[src/rtl/snake_step_ctrl.sv]
// Snake game-logic controller: step FSM, collision/apple detection and per-pixel object query.
// Define SNAKE_WALL_WRAP_EN to remove the border walls and wrap the head around the grid.
module snake_step_ctrl #(
  parameter int STEP_CYCLES = 12_500_000,
  parameter int MAX_LEN     = 16,
  parameter int INIT_LEN    = 3
) (
  input  logic       Clk_25mhz,
  input  logic       Rst,
  input  logic       Start,
  input  logic       Key_up,
  input  logic       Key_down,
  input  logic       Key_left,
  input  logic       Key_right,
  input  logic [5:0] Apple_x,
  input  logic [4:0] Apple_y,
  input  logic [9:0] Pixel_x,
  input  logic [9:0] Pixel_y,
  output logic [1:0] Object,
  output logic       Apple_eaten,
  output logic       Game_over,
  output logic [4:0] Snake_len
);

`ifdef SNAKE_WALL_WRAP_EN
  localparam bit WRAP = 1'b1;
`else
  localparam bit WRAP = 1'b0;
`endif

  localparam int CNT_W = (STEP_CYCLES > 1) ? $clog2(STEP_CYCLES) : 1;
  localparam logic [1:0] OBJ_NONE = 2'b00;
  localparam logic [1:0] OBJ_HEAD = 2'b01;
  localparam logic [1:0] OBJ_BODY = 2'b10;
  localparam logic [1:0] OBJ_WALL = 2'b11;

  typedef enum logic [2:0] {S_IDLE, S_RUN, S_CHECK, S_MOVE, S_DEAD} state_t;
  // Bit 0 flips between opposite directions, so a reversal is one XOR away.
  typedef enum logic [1:0] {D_UP = 2'b00, D_DOWN = 2'b01, D_LEFT = 2'b10, D_RIGHT = 2'b11} dir_t;

  state_t           r_state;
  dir_t             r_dir_app;
  dir_t             r_dir_pend;
  logic [CNT_W-1:0] r_cnt;
  logic [4:0]       r_len;
  logic             r_apple_eaten;
  logic             r_game_over;
  logic [5:0]       r_nx;
  logic [4:0]       r_ny;
  logic             r_grow;
  logic             r_eat;
  logic [5:0]       r_seg_x [MAX_LEN];
  logic [4:0]       r_seg_y [MAX_LEN];

  logic       w_start;
  dir_t       w_rev;
  logic       w_key_vld;
  dir_t       w_key_dir;
  logic [5:0] w_nx;
  logic [4:0] w_ny;
  logic       w_eat;
  logic       w_grow;
  logic       w_wall_hit;
  logic       w_body_hit;
  logic [4:0] w_lim;
  logic [5:0] w_cx;
  logic [5:0] w_cy;

  assign w_start = Start && (r_state == S_IDLE || r_state == S_DEAD);
  assign w_rev   = dir_t'({r_dir_app[1], ~r_dir_app[0]});

  always_comb begin
    w_key_vld = 1'b0;
    w_key_dir = D_RIGHT;
    if (Key_right && w_rev != D_RIGHT) begin w_key_vld = 1'b1; w_key_dir = D_RIGHT; end
    if (Key_left  && w_rev != D_LEFT)  begin w_key_vld = 1'b1; w_key_dir = D_LEFT;  end
    if (Key_down  && w_rev != D_DOWN)  begin w_key_vld = 1'b1; w_key_dir = D_DOWN;  end
    if (Key_up    && w_rev != D_UP)    begin w_key_vld = 1'b1; w_key_dir = D_UP;    end
  end

  always_comb begin
    w_nx = r_seg_x[0];
    w_ny = r_seg_y[0];
    case (r_dir_pend)
      D_UP:    w_ny = (WRAP && r_seg_y[0] == 5'd0)  ? 5'd29 : r_seg_y[0] - 5'd1;
      D_DOWN:  w_ny = (WRAP && r_seg_y[0] == 5'd29) ? 5'd0  : r_seg_y[0] + 5'd1;
      D_LEFT:  w_nx = (WRAP && r_seg_x[0] == 6'd0)  ? 6'd39 : r_seg_x[0] - 6'd1;
      default: w_nx = (WRAP && r_seg_x[0] == 6'd39) ? 6'd0  : r_seg_x[0] + 6'd1;
    endcase
  end

  // The tail vacates its cell on a non-growing step, so it is excluded from the self-hit test.
  always_comb begin
    w_eat      = (w_nx == Apple_x) && (w_ny == Apple_y);
    w_grow     = w_eat && (r_len < 5'(MAX_LEN));
    w_wall_hit = !WRAP && (w_nx == 6'd0 || w_nx == 6'd39 || w_ny == 5'd0 || w_ny == 5'd29);
    w_lim      = w_grow ? r_len : r_len - 5'd1;
    w_body_hit = 1'b0;
    for (int i = 0; i < MAX_LEN; i++) begin
      if (i < int'(w_lim) && r_seg_x[i] == w_nx && r_seg_y[i] == w_ny) w_body_hit = 1'b1;
    end
  end

  assign w_cx = Pixel_x[9:4];
  assign w_cy = Pixel_y[9:4];

  always_comb begin
    Object = OBJ_NONE;
    if (Pixel_x < 10'd640 && Pixel_y < 10'd480) begin
      for (int i = 1; i < MAX_LEN; i++) begin
        if (i < int'(r_len) && r_seg_x[i] == w_cx && {1'b0, r_seg_y[i]} == w_cy) Object = OBJ_BODY;
      end
      if (r_seg_x[0] == w_cx && {1'b0, r_seg_y[0]} == w_cy) Object = OBJ_HEAD;
      if (!WRAP && (w_cx == 6'd0 || w_cx == 6'd39 || w_cy == 6'd0 || w_cy == 6'd29)) Object = OBJ_WALL;
    end
  end

  always_ff @(posedge Clk_25mhz) begin
    if (Rst || w_start) begin
      for (int i = 0; i < MAX_LEN; i++) begin
        r_seg_x[i] <= 6'(20 - i);
        r_seg_y[i] <= 5'd15;
      end
    end else if (r_state == S_MOVE) begin
      for (int i = MAX_LEN - 1; i > 0; i--) begin
        r_seg_x[i] <= r_seg_x[i-1];
        r_seg_y[i] <= r_seg_y[i-1];
      end
      r_seg_x[0] <= r_nx;
      r_seg_y[0] <= r_ny;
    end
  end

  always_ff @(posedge Clk_25mhz) begin
    if (Rst) begin
      r_state       <= S_IDLE;
      r_dir_app     <= D_RIGHT;
      r_dir_pend    <= D_RIGHT;
      r_cnt         <= '0;
      r_len         <= 5'(INIT_LEN);
      r_apple_eaten <= 1'b0;
      r_game_over   <= 1'b0;
      r_nx          <= '0;
      r_ny          <= '0;
      r_grow        <= 1'b0;
      r_eat         <= 1'b0;
    end else begin
      r_apple_eaten <= 1'b0;
      if (w_key_vld && r_state != S_DEAD) r_dir_pend <= w_key_dir;
      case (r_state)
        S_IDLE, S_DEAD: begin
          if (Start) begin
            r_state     <= S_RUN;
            r_dir_app   <= D_RIGHT;
            r_dir_pend  <= D_RIGHT;
            r_cnt       <= '0;
            r_len       <= 5'(INIT_LEN);
            r_game_over <= 1'b0;
          end
        end
        S_RUN: begin
          if (r_cnt == CNT_W'(STEP_CYCLES - 1)) begin
            r_cnt   <= '0;
            r_state <= S_CHECK;
          end else begin
            r_cnt <= r_cnt + 1'b1;
          end
        end
        S_CHECK: begin
          r_dir_app <= r_dir_pend;
          if (w_wall_hit || w_body_hit) begin
            r_state     <= S_DEAD;
            r_game_over <= 1'b1;
          end else begin
            r_state <= S_MOVE;
            r_nx    <= w_nx;
            r_ny    <= w_ny;
            r_grow  <= w_grow;
            r_eat   <= w_eat;
          end
        end
        S_MOVE: begin
          r_state       <= S_RUN;
          r_apple_eaten <= r_eat;
          if (r_grow) r_len <= r_len + 5'd1;
        end
        default: r_state <= S_IDLE;
      endcase
    end
  end

  assign Apple_eaten = r_apple_eaten;
  assign Game_over   = r_game_over;
  assign Snake_len   = r_len;

endmodule

[config.mk]
export PLATFORM = sky130hd
export DESIGN_NAME = snake_step_ctrl
export DESIGN_NICKNAME = d
export VERILOG_FILES = /design/src/rtl/snake_step_ctrl.sv
export SDC_FILE = /design/constraint.sdc
export NUM_CORES = 1
export LEC_CHECK = 0
export CORE_UTILIZATION = 50
export CTS_CLUSTER_SIZE = 8
export DETAILED_ROUTE_END_ITERATION = 8
export GPL_TIMING_DRIVEN = 0
export PLACE_DENSITY = 0.67
export SLEW_MARGIN = 40
export SYNTH_ARGS = -nofsm -noshare
export SYNTH_HDL_FRONTEND = slang
export SYNTH_SLANG_ARGS = --single-unit
[constraint.sdc]
create_clock -name Clk_25mhz -period 10.8 [get_ports Clk_25mhz]
set_input_delay 1.08 -clock Clk_25mhz [delete_from_list [all_inputs] [get_ports Clk_25mhz]]
set_output_delay 1.08 -clock Clk_25mhz [all_outputs]
set_load 0.01 [all_outputs]
### Word level (Yosys, flattened, before mapping)

Memories as Yosys holds them, arrays and structs flattened.
Index checks and enable logic that the tools add are counted.

* register bits: 51
* latch bits: 0
* RAM bits: 176
* ROM bits: 0
* bits of input ports: 38
* output and inout port bits: 9
* logic and storage cells: 373
* memories: 2

* $add $sub $neg: 7
* $mul: 0
* divide/modulo/power cells: 0
* magnitude comparators: 34
* equal/unequal tests: 85
* shifts and indexed selects: 0
* multiplexer cells: 99
* bitwise logic cells: 35
* reductions and logical operators: 100

Memory list
* r_seg_x: words 16, bits a word 6, read ports 16, clocked after Yosys merged registers in 0, wr ports 16, RTL line 52 `logic [5:0] r_seg_x [MAX_LEN];`
* r_seg_y: words 16, bits a word 5, read ports 16, clocked after Yosys merged registers in 0, wr ports 16, RTL line 53 `logic [4:0] r_seg_y [MAX_LEN];`

Operator list (count)
* $eq 6x6->1: 33
* $eq 5x6->1: 16
* $mux 6: 16
* $mux 5: 19
* $eq 5x5->1: 17
* $lt 4x5->1 const A: 16
* $logic_and 1x1->1: 72
* $mux 2: 24
* $mux 24: 2
* $pmux 24 s2: 1
* $lt 3x5->1 const A: 8
* $or 1x1->1: 32
* $mux 1: 28
* $add 24x1->24 const B: 1
* $eq 24x24->1 const B: 1
* $lt 2x5->1 const A: 4
* $pmux 5 s2: 2
* $logic_not 6->1: 3
* $lt 1x5->1 const A: 3
* $eq 6x6->1 const B: 2
* $ne 2x2->1 const B: 6
* $pmux 3 s4: 1
* $pmux 6 s2: 1
* $add 5x1->5 const B: 2
* 27 further kinds: 50

### Depth between registers and ports, before layout

Gate-level depths: netlist (run 1).

* word-level depth: 29
* gate-level depth with buffers: 24
* gate-level depth less buffers: 14

### Worst setup path after synthesis (run 1)

Ideal clock, no wire load.

* path type: input-to-reg
* from: input port Rst
* to: memory r_seg_x[0][0], enable pin
* data arrival time: 4.325 ns
* data required time: 9.370 ns
* setup slack: 5.046 ns
* cell stages on the path: 3
* path buffers: 1
* path through: clkbuf_1 a21oi_1 nand2_1

RTL lines
* start, declared: RTL line 9 `input logic Rst,`
* end, declared: RTL line 52

### Worst setup path in the final report (run 1)

* from: register r_dir_pend[1]
* to: register r_ny[2]

* word-level cells in the longest chain between the ends: 29
* elaborated cells on any way between the ends: 117
* those cells by class: order compare: 16; eq/ne: 38; mux: 19; bitwise: 1; reduce/logical: 43

Ends and longest elaborated chain
* start, declared: RTL line 43 `dir_t r_dir_pend;`
* start signal, assigned: RTL line 149 `if (w_key_vld && r_state != S_DEAD) r_dir_pend <= w_key_dir;`
* $eq 2x1->1 / $logic_not 2->1 (equally long branches): RTL line 84 `case (r_dir_pend)`
* $reduce_or 2->1 (no source line)
* $pmux 6 s2: RTL line 84
* $eq 6x6->1: RTL line 94 `w_eat = (w_nx == Apple_x) && (w_ny == Apple_y);`
* $logic_and 1x1->1: RTL line 94
* $logic_and 1x1->1: RTL line 95 `w_grow = w_eat && (r_len < 5'(MAX_LEN));`
* $mux 5: RTL line 97 `w_lim = w_grow ? r_len : r_len - 5'd1;`
* $lt 1x5->1: RTL line 100 `if (i < int'(w_lim) && r_seg_x[i] == w_nx && r_seg_y[i] == w_ny) w_body_hit = 1'b1;`
* $logic_and 1x1->1 (2 in a row): RTL line 100
* $mux 1 (16 in a row): RTL line 100
* $logic_or 1x1->1: RTL line 171 `if (w_wall_hit || w_body_hit) begin`
* $not 1->1 (no source line)
* $reduce_and 2->1 (no source line)
* end signal, assigned: RTL line 177 `r_ny <= w_ny;`
* end, declared: RTL line 49 `logic [4:0] r_ny;`

Parallel ways exist; a longest one is shown, timed or not.
A chain may end at the register's enable or synchronous reset.

==> reports/results.ini, run 1 <==
[run_status]
status=finished clean

[floorplan]
initial_core_util=0.509
io_pins=47
num_rows=63
dieArea_mm2=0.0309
coreArea_mm2=0.0297
die_h_um=176
die_w_um=176

[yosys]
yosys_warnings=0
synth_nets=1535
netlist_area_mm2=0.0151
synth_cell_types=84
ys.flop_type=edfxtp_1
synth_seq_cells=227
synth_edf_count=176
yosysSeqAreaShare=0.417
postSynthAreaPerCell_um2=10.2
netlist_instances=1488
async_flop_share=0

[worst_setup_path]
cp.arrival_ns=8.30
criticalPathCategory=flip-flop to flip-flop
worstReg2RegStart=r_dir_pend[1]
path_max_fanout=10
slowest_delay_ns=0.74
end_kind=flip-flop
timing.rr.end=r_ny[2]
critPathSlowestCell=buf_1
cp-start-kind=flip-flop
rrSetupSlack_ns=2.89
path_delay_family=buffers and inverters
cp_cell_sequence=buf_4 > buf_6 > buf_2 > buf_1 > clkbuf_1 > buf_2 > nand2b_1 > xnor2_1 > ha_1 > clkbuf_2 > mux2i_1 > buf_2 > xor2_1 > o221ai_1 > nor4_1 > a41oi_1 > a22o_1 > o32ai_1 > a2111o_1 > or2_1 > buf_6 > buf_6 > mux2_4
required_ns=11.19
path_buf_inv=10
rr_worst_depth=23

[grt]
grt_overflow_total=0
grt_pass1_wl_mm=75.9
grt.total_usage=0.336
antenna_found_initial=0
grt_pass1_vias=12100
grt_max_degree=44

[clock_network]
cts.path.max_buffers=3
cts_tree=built
cts-resized-gates=0
clk_pin_slew_ns=0.05
htreeDepth=2
root_buffer=clkbuf_16
postCtsSetupBuffers=0
clk_latency_ns=0.51
cts_buffers=34
cts_hold_buf=0
cts_sinks=227

[final_layout]
finalNetCount=1602
drive_above_1_share=0.0791
final_cell_mix=207 x xor2_1, 176 x edfxtp_1, 173 x xnor2_1
final_common_cell=xor2_1
fin_cells=1957
fin_util=0.570
fill_cells=2553
syn_to_final_growth_pct=11.9
antennaDiodeCount=0

[sta]
finalHoldViolCount=0
whs_ns=0.458
slew_viol_final=0
report.final.setup_viol=0
max_freq_mhz=126
tightestPinTransition_ns=0.950
fin_setup_tns_ns=0
fin_crit_sh=0.732
rsz0062_at_grt=false
period_needed_ns=7.91
finClkSkew_ns=0.0199
slew_headroom=0.367

[route]
route.detailed.drc=0
drt_iter0_drc=1542
drt-vias-per-instance=6.35
wire_per_inst_um=26.3
dr_total_vias=12400
routed_wl_mm=51.6
ant_nets=0
firstDrtPassIters=6

[power_and_ir_drop]
switchingPower_mw=0.770
p_leak_nw=5.52
powerDensity_mw_per_mm2=149
seqPwrFrac=0.408
irDropWorstVdd_mv=0.104
internal_power_mw=1.75
power_frac_clock=0.386
combPwrFrac=0.206
switching_share=0.305

[place]
dp_cells=1909
post-dp-hpwl_mm=37.1
numPortBuffers=27
gp_congestion=0.977

[worst_hold_path]
min-delay-path-class=flip-flop to flip-flop
hp-start=r_eat
holdPathStages=2
hold_path_end=Apple_eaten

[flow_run]
cap_violations=0

## stage by stage
stage	area, µm²	total power [mW]	worst slack (ns)
final	16900	2.52	2.89
after detailed placement	16000	1.54	3.29
after floorplan	15100	1.38	5.05
after CTS	16900	2.51	3.26
after global placement	15900	1.55	2.25
after global routing	16900	2.59	2.74
## power groups by stage
stage	Clock (mW)	Combinational [mW]	Sequential (mW)
3_3_place_gp	0	0.482	1.06
5_1_grt	1.01	0.547	1.03
6_report	0.973	0.518	1.03
2_1_floorplan	0	0.341	1.04
3_5_place_dp	0	0.500	1.04
4_1_cts	0.981	0.503	1.03
## how the worst max path moves through the flow
stage	startpoint	slack, ns	depth (start not counted)	endpoint
floorplan	Rst	5.05	3	r_seg_x[0][0]
global placement	Rst	2.25	4	r_seg_y[0][32]
detailed placement	r_dir_pend[1]	3.29	24	r_ny[1]
CTS	r_dir_pend[1]	3.26	24	r_ny[2]
global route	r_dir_pend[1]	2.74	24	r_ny[2]
finish	r_dir_pend[1]	2.89	23	r_ny[2]
## cell families after synthesis
kind of cell / after synthesis / synth area share
adder cells (fa/ha/maj): 10 / 0.00869
buffers and inverters: 129 / 0.0374
multiplexers: 20 / 0.0146
XOR/XNOR: 392 / 0.238
AND/OR/NAND/NOR: 544 / 0.205
flip-flops: 227 / 0.417
AO/OA/AOI/OAI: 166 / 0.0791
## registers in the layout, summed over array words and instances (netlist names)
signal       count
r_seg_y         80
r_seg_x         96
Game_over        1
r_nx             6
Snake_len        5
r_ny             5
Apple_eaten      1
r_state          3
r_eat            1
r_dir_pend       2
r_cnt           24
r_grow           1
r_dir_app        2
## worst reg2reg max path, stage by stage (launching register included)
cell      delay, ns
dfxtp_1        0.31
buf_4          0.18
buf_6          0.17
buf_2          0.31
buf_1          0.74
clkbuf_1       0.65
buf_2          0.49
nand2b_1       0.12
xnor2_1        0.14
ha_1           0.29
clkbuf_2       0.33
mux2i_1        0.74
buf_2          0.62
xor2_1         0.19
o221ai_1       0.15
nor4_1         0.49
a41oi_1        0.19
a22o_1         0.32
o32ai_1        0.32
a2111o_1       0.25
or2_1          0.15
buf_6          0.16
buf_6          0.18
mux2_4         0.31
## cells in the mapped netlist (5+ instances only)
cell type | instances | area, µm²
xor2_1 | 207 | 1810
edfxtp_1 | 176 | 5290
xnor2_1 | 173 | 1520
or3_1 | 104 | 651
nor2_1 | 72 | 270
and2_1 | 71 | 444
clkbuf_1 | 64 | 240
dfxtp_1 | 51 | 1020
nand2_1 | 50 | 188
nand4_1 | 45 | 282
nor4_1 | 45 | 282
nor3_1 | 40 | 200
a21oi_1 | 35 | 175
o21ai_0 | 34 | 170
nand3_1 | 31 | 155
and3_1 | 22 | 138
inv_1 | 22 | 82.6
buf_1 | 17 | 63.8
buf_2 | 14 | 70.1
nor3b_1 | 13 | 97.6
nor2b_1 | 12 | 75.1
mux2i_1 | 10 | 100
or4_1 | 10 | 75.1
o2111ai_1 | 9 | 78.8
ha_1 | 8 | 100
mux2_2 | 8 | 90.1
nand2b_1 | 8 | 50.1
xnor3_1 | 8 | 180
a211oi_1 | 6 | 45.0
a221oi_1 | 6 | 52.6
buf_6 | 6 | 67.6
a2111oi_0 | 5 | 43.8
a41oi_1 | 5 | 43.8
buf_4 | 5 | 37.5
o22ai_1 | 5 | 31.3
## routing by layer
metal / routed length (µm) / share of wire / global-route usage / vias to the layer above
met1: 21300 / 0.41 / 0.452 / 6070
met4: 2150 / 0.042 / 0.147 / 0
li1: - / - / - / 5482
met2: 22500 / 0.44 / 0.510 / 731
met3: 5660 / 0.11 / 0.0855 / 147
met5: 0 / 0 / 0 / -
## layout make-up
| cell class | count | area [µm²] | area share |
|---|---|---|---|
| plain buffers | 106 | 505 | 0.0299 |
| inverters | 23 | 86.3 | 0.00510 |
| well taps | 390 | 488 | 0.0288 |
| repair buffers | 31 | 350 | 0.0207 |
| multi-input cells | 1132 | 8260 | 0.488 |
| clock inverters | 2 | 16.3 | 0.000961 |
| flip-flops and latches | 227 | 6310 | 0.373 |
| clock buffers | 46 | 917 | 0.0542 |
Note: power is estimated with default switching activity, not from simulation.
==> inputs of run 2 (changes only) <==
Clock period 10.8 ns to 7.8 ns, I/O delays scaled along.
==> run 2 against run 1 <==
  * Routed wire length down 0.25%
  * Global-route usage is the same
  * Setup slack got worse by 2.3 ns
  * Flip-flop and latch count unchanged
  * Clock power up 39%
  * Final cell count is essentially flat
  * Die area is the same
  * Sequential power increased by 38%
  * Largest power group unchanged
  * Highest routed layer unchanged
==> reports/results.ini, run 2 (synthesis results as in run 1) <==
[final_layout]
top_regs=r_seg_x (96), r_seg_y (80), r_cnt (24)  ; unchanged
stdcell_area_mm2=0.0169  ; about the same
final_common_cell=xor2_1  ; unchanged
top_register=r_seg_x  ; unchanged
fin_util=0.569  ; was 0.570
antennaDiodeCount=0  ; unchanged
drive_above_1_share=0.0792  ; was 0.0791
finalNetCount=1601  ; was 1,602
syn_to_final_growth_pct=11.9  ; about the same
final_cell_mix=207 x xor2_1, 176 x edfxtp_1, 173 x xnor2_1  ; unchanged
largest_reg_flops=96  ; unchanged

[power_and_ir_drop]
switching_share=0.305  ; about the same
power_frac_clock=0.386  ; about the same
powerDensity_mw_per_mm2=206  ; was 149 mW/mm²
internal_power_mw=2.42  ; was 1.75 mW
switchingPower_mw=1.06  ; was 0.770 mW
p_total_mw=3.48  ; was 2.52 mW
combPwrFrac=0.205  ; was 0.206
p_leak_nw=5.52  ; about the same
seqPwrFrac=0.409  ; was 0.408
irDropWorstVdd_mv=0.143  ; was 0.104 mV

[grt]
antenna_found_initial=0  ; unchanged
grt_pass1_wl_mm=75.9  ; unchanged
grt_max_degree=44  ; unchanged
grt.total_usage=0.336  ; unchanged
grt_pass1_vias=12100  ; unchanged
grt_overflow_total=0  ; unchanged

[sta]
whs_ns=0.461  ; was 0.458 ns
tightestPinTransition_ns=0.970  ; was 0.950 ns
rsz0062_at_grt=false  ; unchanged
finClkSkew_ns=0.0198  ; was 0.0199 ns
fin_crit_sh=0.929  ; was 0.732
finalHoldViolCount=0  ; unchanged
period_needed_ns=7.24  ; was 7.91 ns
slew_headroom=0.345  ; was 0.367
slew_viol_final=0  ; unchanged
max_freq_mhz=138  ; was 126 MHz
report.final.setup_viol=0  ; unchanged

[worst_setup_path]
cp-endpoint=r_ny[2]  ; unchanged
cp.arrival_ns=7.64  ; was 8.30 ns
criticalPathCategory=flip-flop to flip-flop  ; unchanged
slowest_delay_ns=0.69  ; was 0.74 ns
required_ns=8.20  ; was 11.19 ns
timing.rr.end=r_ny[2]  ; unchanged
end_kind=flip-flop  ; unchanged
cp-start-kind=flip-flop  ; unchanged
path_max_fanout=19  ; was 10
critPathLaunch=r_dir_pend[1]  ; unchanged
rrSetupSlack_ns=0.56  ; was 2.89 ns
cp_cell_sequence=buf_4 > buf_6 > buf_2 > clkbuf_1 > buf_2 > nand2b_1 > xnor2_1 > ha_1 > clkbuf_2 > mux2i_1 > buf_2 > xor2_1 > o221ai_1 > nor4_1 > a41oi_1 > a22o_1 > o32ai_1 > a2111o_1 > or2_1 > buf_6 > buf_6 > mux2_4  ; was buf_4 > buf_6 > buf_2 > buf_1 > clkbuf_1 > buf_2 > nand2b_1 > xnor2_1 > ha_1 > clkbuf_2 > mux2i_1 > buf_2 > xor2_1 > o221ai_1 > nor4_1 > a41oi_1 > a22o_1 > o32ai_1 > a2111o_1 > or2_1 > buf_6 > buf_6 > mux2_4
critPathSlowestCell=clkbuf_1  ; was buf_1
rr_worst_depth=22  ; was 23
worstReg2RegStart=r_dir_pend[1]  ; unchanged

[flow_run]
cap_violations=0  ; unchanged

[clock_network]
postCtsSetupBuffers=0  ; unchanged
root_buffer=clkbuf_16  ; unchanged
cts_tree=built  ; unchanged
cts_buffers=34  ; unchanged
cts_hold_buf=0  ; unchanged
htreeDepth=2  ; unchanged
clk_latency_ns=0.51  ; about the same
cts_sinks=227  ; unchanged
clk_pin_slew_ns=0.05  ; about the same
cts-resized-gates=0  ; unchanged
cts.path.max_buffers=3  ; unchanged

[floorplan]
die_w_um=176  ; unchanged
die_h_um=176  ; unchanged
initial_core_util=0.509  ; unchanged
num_rows=63  ; unchanged
dieArea_mm2=0.0309  ; unchanged
io_pins=47  ; unchanged
coreArea_mm2=0.0297  ; unchanged

[route]
routed_wl_mm=51.4  ; was 51.6 mm
ant_nets=0  ; unchanged
dr_total_vias=12400  ; about the same
drt_iter0_drc=1478  ; was 1,542
wire_per_inst_um=26.3  ; about the same
firstDrtPassIters=5  ; was 6
drt-vias-per-instance=6.36  ; was 6.35
route.detailed.drc=0  ; unchanged

[place]
placed_cell_area_mm2=0.0160  ; unchanged
numPortBuffers=27  ; unchanged
post-dp-hpwl_mm=37.1  ; unchanged
gp_congestion=0.977  ; unchanged

[worst_hold_path]
min-delay-path-class=flip-flop to flip-flop  ; unchanged

[run_status]
status=finished clean  ; unchanged

## run 2: worst min path at each step
stage	from	end	slack, ns	depth (start not counted)
after floorplan	r_eat	Apple_eaten	0.42	2
after global routing	r_nx[5]	r_nx[5]	0.48	1
after global placement	r_eat	Apple_eaten	0.45	2
after detailed placement	r_eat	Apple_eaten	0.45	2
final	r_eat	Apple_eaten	0.46	2
after CTS	r_eat	Apple_eaten	0.46	2
## run 2: critical path: cells and delay by family, from the launching register on
kind	cells	cell delay [ns]
AO/OA/AOI/OAI	5	1.21
XOR/XNOR	2	0.33
flip-flops	1	0.31
buffers and inverters	9	3.22
AND/OR/NAND/NOR	3	0.73
multiplexers	2	1.00
adder cells (fa/ha/maj)	1	0.29
## run 2: routing by layer
layer / wire, µm / share of wire / up-vias / GRT usage
met2: 22400 / 0.44 / 768 / 0.510
met1: 20900 / 0.41 / 6047 / 0.452
met3: 5940 / 0.12 / 152 / 0.0855
met4: 2140 / 0.042 / 0 / 0.147
li1: - / - / 5480 / -
met5: 0 / 0 / - / 0
## run 2: power groups by stage
stage          combinational, mW  clock [mW]  sequential, mW
2_1_floorplan              0.472           0            1.44
3_3_place_gp               0.668           0            1.47
3_5_place_dp               0.692           0            1.44
4_1_cts                    0.697        1.36            1.42
5_1_grt                    0.756        1.40            1.43
6_report                   0.714        1.35            1.42
## run 2: metrics by stage
| stage | worst slack (ns) | setup TNS (ns) | instances |
|---|---|---|---|
| floorplan | 2.35 | 0 | 1488 |
| global placement | -0.451 | -76.65 | 1905 |
| detailed placement | 0.293 | 0 | 1909 |
| CTS | 0.263 | 0 | 1957 |
| global route | 0.207 | 0 | 1956 |
| finish | 0.555 | 0 | 1956 |
## run 2: final cells by class
cell class,instances,area [µm²]
tap,390,488
buffer,105,502
multi-input combinational,1132,8260
sequential,227,6310
timing repair buffer,31,350
inverter,23,86.3
clock buffer,46,917
clock inverter,2,16.3
fill,2553,12800
==> inputs of run 3 (changes only) <==
Settings changed: ABC_AREA from default to 0, CAP_MARGIN from default to 20, CTS_CLUSTER_SIZE 8 to 14.
==> run 3 against run 2 <==
  * Global-route usage down 0.27 points
  * Die area unchanged
  * Critical path depth is 1 higher
  * Sequential power is essentially flat
  * Critical path type unchanged
  * Via count decreased by 0.83%
==> reports/results.ini, run 3 (synthesis results as in run 1) <==
[route]
ant_nets=0  ; unchanged
dr_total_vias=12300  ; was 12,400
wire_per_inst_um=26.2  ; was 26.3 µm
drt-vias-per-instance=6.30  ; was 6.36
routed_wl_mm=51.2  ; was 51.4 mm
firstDrtPassIters=6  ; was 5
route.detailed.drc=0  ; unchanged
drt_iter0_drc=1515  ; was 1,478

[worst_setup_path]
cp.arrival_ns=8.02  ; was 7.64 ns
end_kind=flip-flop  ; unchanged
slowest_delay_ns=0.70  ; was 0.69 ns
cp-start-kind=flip-flop  ; unchanged
path_max_fanout=10  ; was 19
required_ns=8.25  ; was 8.20 ns
critPathSlowestCell=buf_1  ; was clkbuf_1
criticalPathCategory=flip-flop to flip-flop  ; unchanged
cp_cell_sequence=buf_4 > buf_6 > buf_2 > buf_1 > clkbuf_2 > buf_2 > nand2b_1 > xnor2_1 > ha_1 > clkbuf_2 > mux2i_1 > buf_2 > xor2_1 > o221ai_1 > nor4_1 > a41oi_1 > a22o_1 > o32ai_1 > a2111o_1 > or2_1 > buf_6 > buf_6 > mux2_4  ; was buf_4 > buf_6 > buf_2 > clkbuf_1 > buf_2 > nand2b_1 > xnor2_1 > ha_1 > clkbuf_2 > mux2i_1 > buf_2 > xor2_1 > o221ai_1 > nor4_1 > a41oi_1 > a22o_1 > o32ai_1 > a2111o_1 > or2_1 > buf_6 > buf_6 > mux2_4

[clock_network]
htreeDepth=1  ; was 2
clk_latency_ns=0.57  ; was 0.51 ns
cts_tree=built  ; unchanged
cts_hold_buf=0  ; unchanged
clk_pin_slew_ns=0.06  ; was 0.05 ns
root_buffer=clkbuf_16  ; unchanged
cts.path.max_buffers=3  ; unchanged
cts_sinks=227  ; unchanged
postCtsSetupBuffers=0  ; unchanged
cts-resized-gates=0  ; unchanged
cts_buffers=27  ; was 34

[floorplan]
die_w_um=176  ; unchanged
num_rows=63  ; unchanged
initial_core_util=0.509  ; unchanged
die_h_um=176  ; unchanged
dieArea_mm2=0.0309  ; unchanged
coreArea_mm2=0.0297  ; unchanged
io_pins=47  ; unchanged

[place]
dp_cells=1909  ; unchanged
numPortBuffers=27  ; unchanged
gp_congestion=0.977  ; unchanged
post-dp-hpwl_mm=37.1  ; unchanged

[grt]
antenna_found_initial=0  ; unchanged
grt_pass1_vias=11900  ; was 12,100
grt_max_degree=44  ; unchanged
grt.total_usage=0.334  ; was 0.336
grt_pass1_wl_mm=75.8  ; was 75.9 mm
grt_overflow_total=0  ; unchanged

[power_and_ir_drop]
powerDensity_mw_per_mm2=201  ; was 206 mW/mm²
irDropWorstVdd_mv=0.174  ; was 0.143 mV
p_leak_nw=5.50  ; was 5.52 nW

[sta]
report.final.setup_viol=0  ; unchanged
fin_setup_tns_ns=0  ; unchanged
finClkSkew_ns=0.0311  ; was 0.0198 ns
finalHoldViolCount=0  ; unchanged
max_freq_mhz=132  ; was 138 MHz
rsz0062_at_grt=false  ; unchanged
slew_viol_final=0  ; unchanged
fin_crit_sh=0.971  ; was 0.929
period_needed_ns=7.57  ; was 7.24 ns
slew_headroom=0.363  ; was 0.345
tightestPinTransition_ns=0.955  ; was 0.970 ns

[final_layout]
syn_to_final_growth_pct=11.4  ; was 11.9%
regArea_mm2=0.00631  ; unchanged
multi_input_area_mm2=0.00826  ; unchanged
fill_cells=2569  ; was 2,553
drive_above_1_share=0.0829  ; was 0.0792
top_register=r_seg_x  ; unchanged
largest_reg_flops=96  ; unchanged
fin_util=0.567  ; was 0.569
antennaDiodeCount=0  ; unchanged
finalNetCount=1595  ; was 1,601
fin_cells=1959  ; was 1,956
final_cell_mix=207 x xor2_1, 176 x edfxtp_1, 173 x xnor2_1  ; unchanged
final_common_cell=xor2_1  ; unchanged
top_regs=r_seg_x (96), r_seg_y (80), r_cnt (24)  ; unchanged

[worst_hold_path]
min-delay-path-class=flip-flop to flip-flop  ; unchanged

[run_status]
status=finished clean  ; unchanged

[flow_run]
cap_violations=0  ; unchanged

[run 3: cell types whose count changed in the layout (fill, tap and decap cells not counted), sizes merged]
cell    delta
buf        +1
clkbuf    -11
inv        +2
bufinv     +1
clkinv    +10
[run 3: final timing paths]
path,end,from,depth (start not counted),slack (ns)
worst max register to register,r_ny[2],r_dir_pend[1],23,0.23
worst min-delay path,Apple_eaten,r_eat,2,0.47
worst max-delay path,r_ny[2],r_dir_pend[1],23,0.23
worst min register to register,Apple_eaten,r_eat,2,0.47
[run 3: stage by stage]
stage / setup slack (ns) / area (µm²) / power (mW) / hold WS (ns)
3_3_place_gp: -0.451 / 15900 / 2.14 / 0.448
2_1_floorplan: 2.35 / 15100 / 1.91 / 0.418
6_report: 0.230 / 16800 / 3.38 / 0.469
5_1_grt: 0.0328 / 16800 / 3.47 / 0.476
3_5_place_dp: 0.293 / 16000 / 2.14 / 0.450
4_1_cts: 0.260 / 16800 / 3.36 / 0.463
[run 3: layout make-up]
cell class                 instances  share of cell area
sequential                       227               0.374
tap                              390              0.0290
inverter                          23             0.00512
clock buffer                      35              0.0443
buffer                           106              0.0301
multi-input combinational       1132               0.490
timing repair buffer              31              0.0208
clock inverter                    15             0.00639
[run 3: power by group]
part | leakage, nW | total [mW] | internal, mW | switching (mW)
logic | 3.12 | 0.715 | 0.249 | 0.466
clock network | 0.425 | 1.24 | 0.708 | 0.535
registers | 1.95 | 1.42 | 1.36 | 0.0588
total | 5.50 | 3.38 | 2.32 | 1.06
[run 3: per-layer routing]
metal,GRT usage,part of all wire,vias up
met3,0.0753,0.11,149
met2,0.513,0.44,724
met4,0.138,0.042,0
met1,0.452,0.41,5995
met5,0,0,-
li1,-,-,5476
[run 3: worst max-delay path, delay by kind of cell, from the launching register on]
| family | cells | cell delay (ns) |
|---|---|---|
| buffers and inverters | 10 | 3.53 |
| AOI/OAI and AO/OA | 5 | 1.20 |
| muxes | 2 | 0.99 |
| and+or+nand+nor | 3 | 0.77 |
| xor gates and xnor gates | 2 | 0.33 |
| DFF | 1 | 0.32 |
| adders and majority gates | 1 | 0.29 |
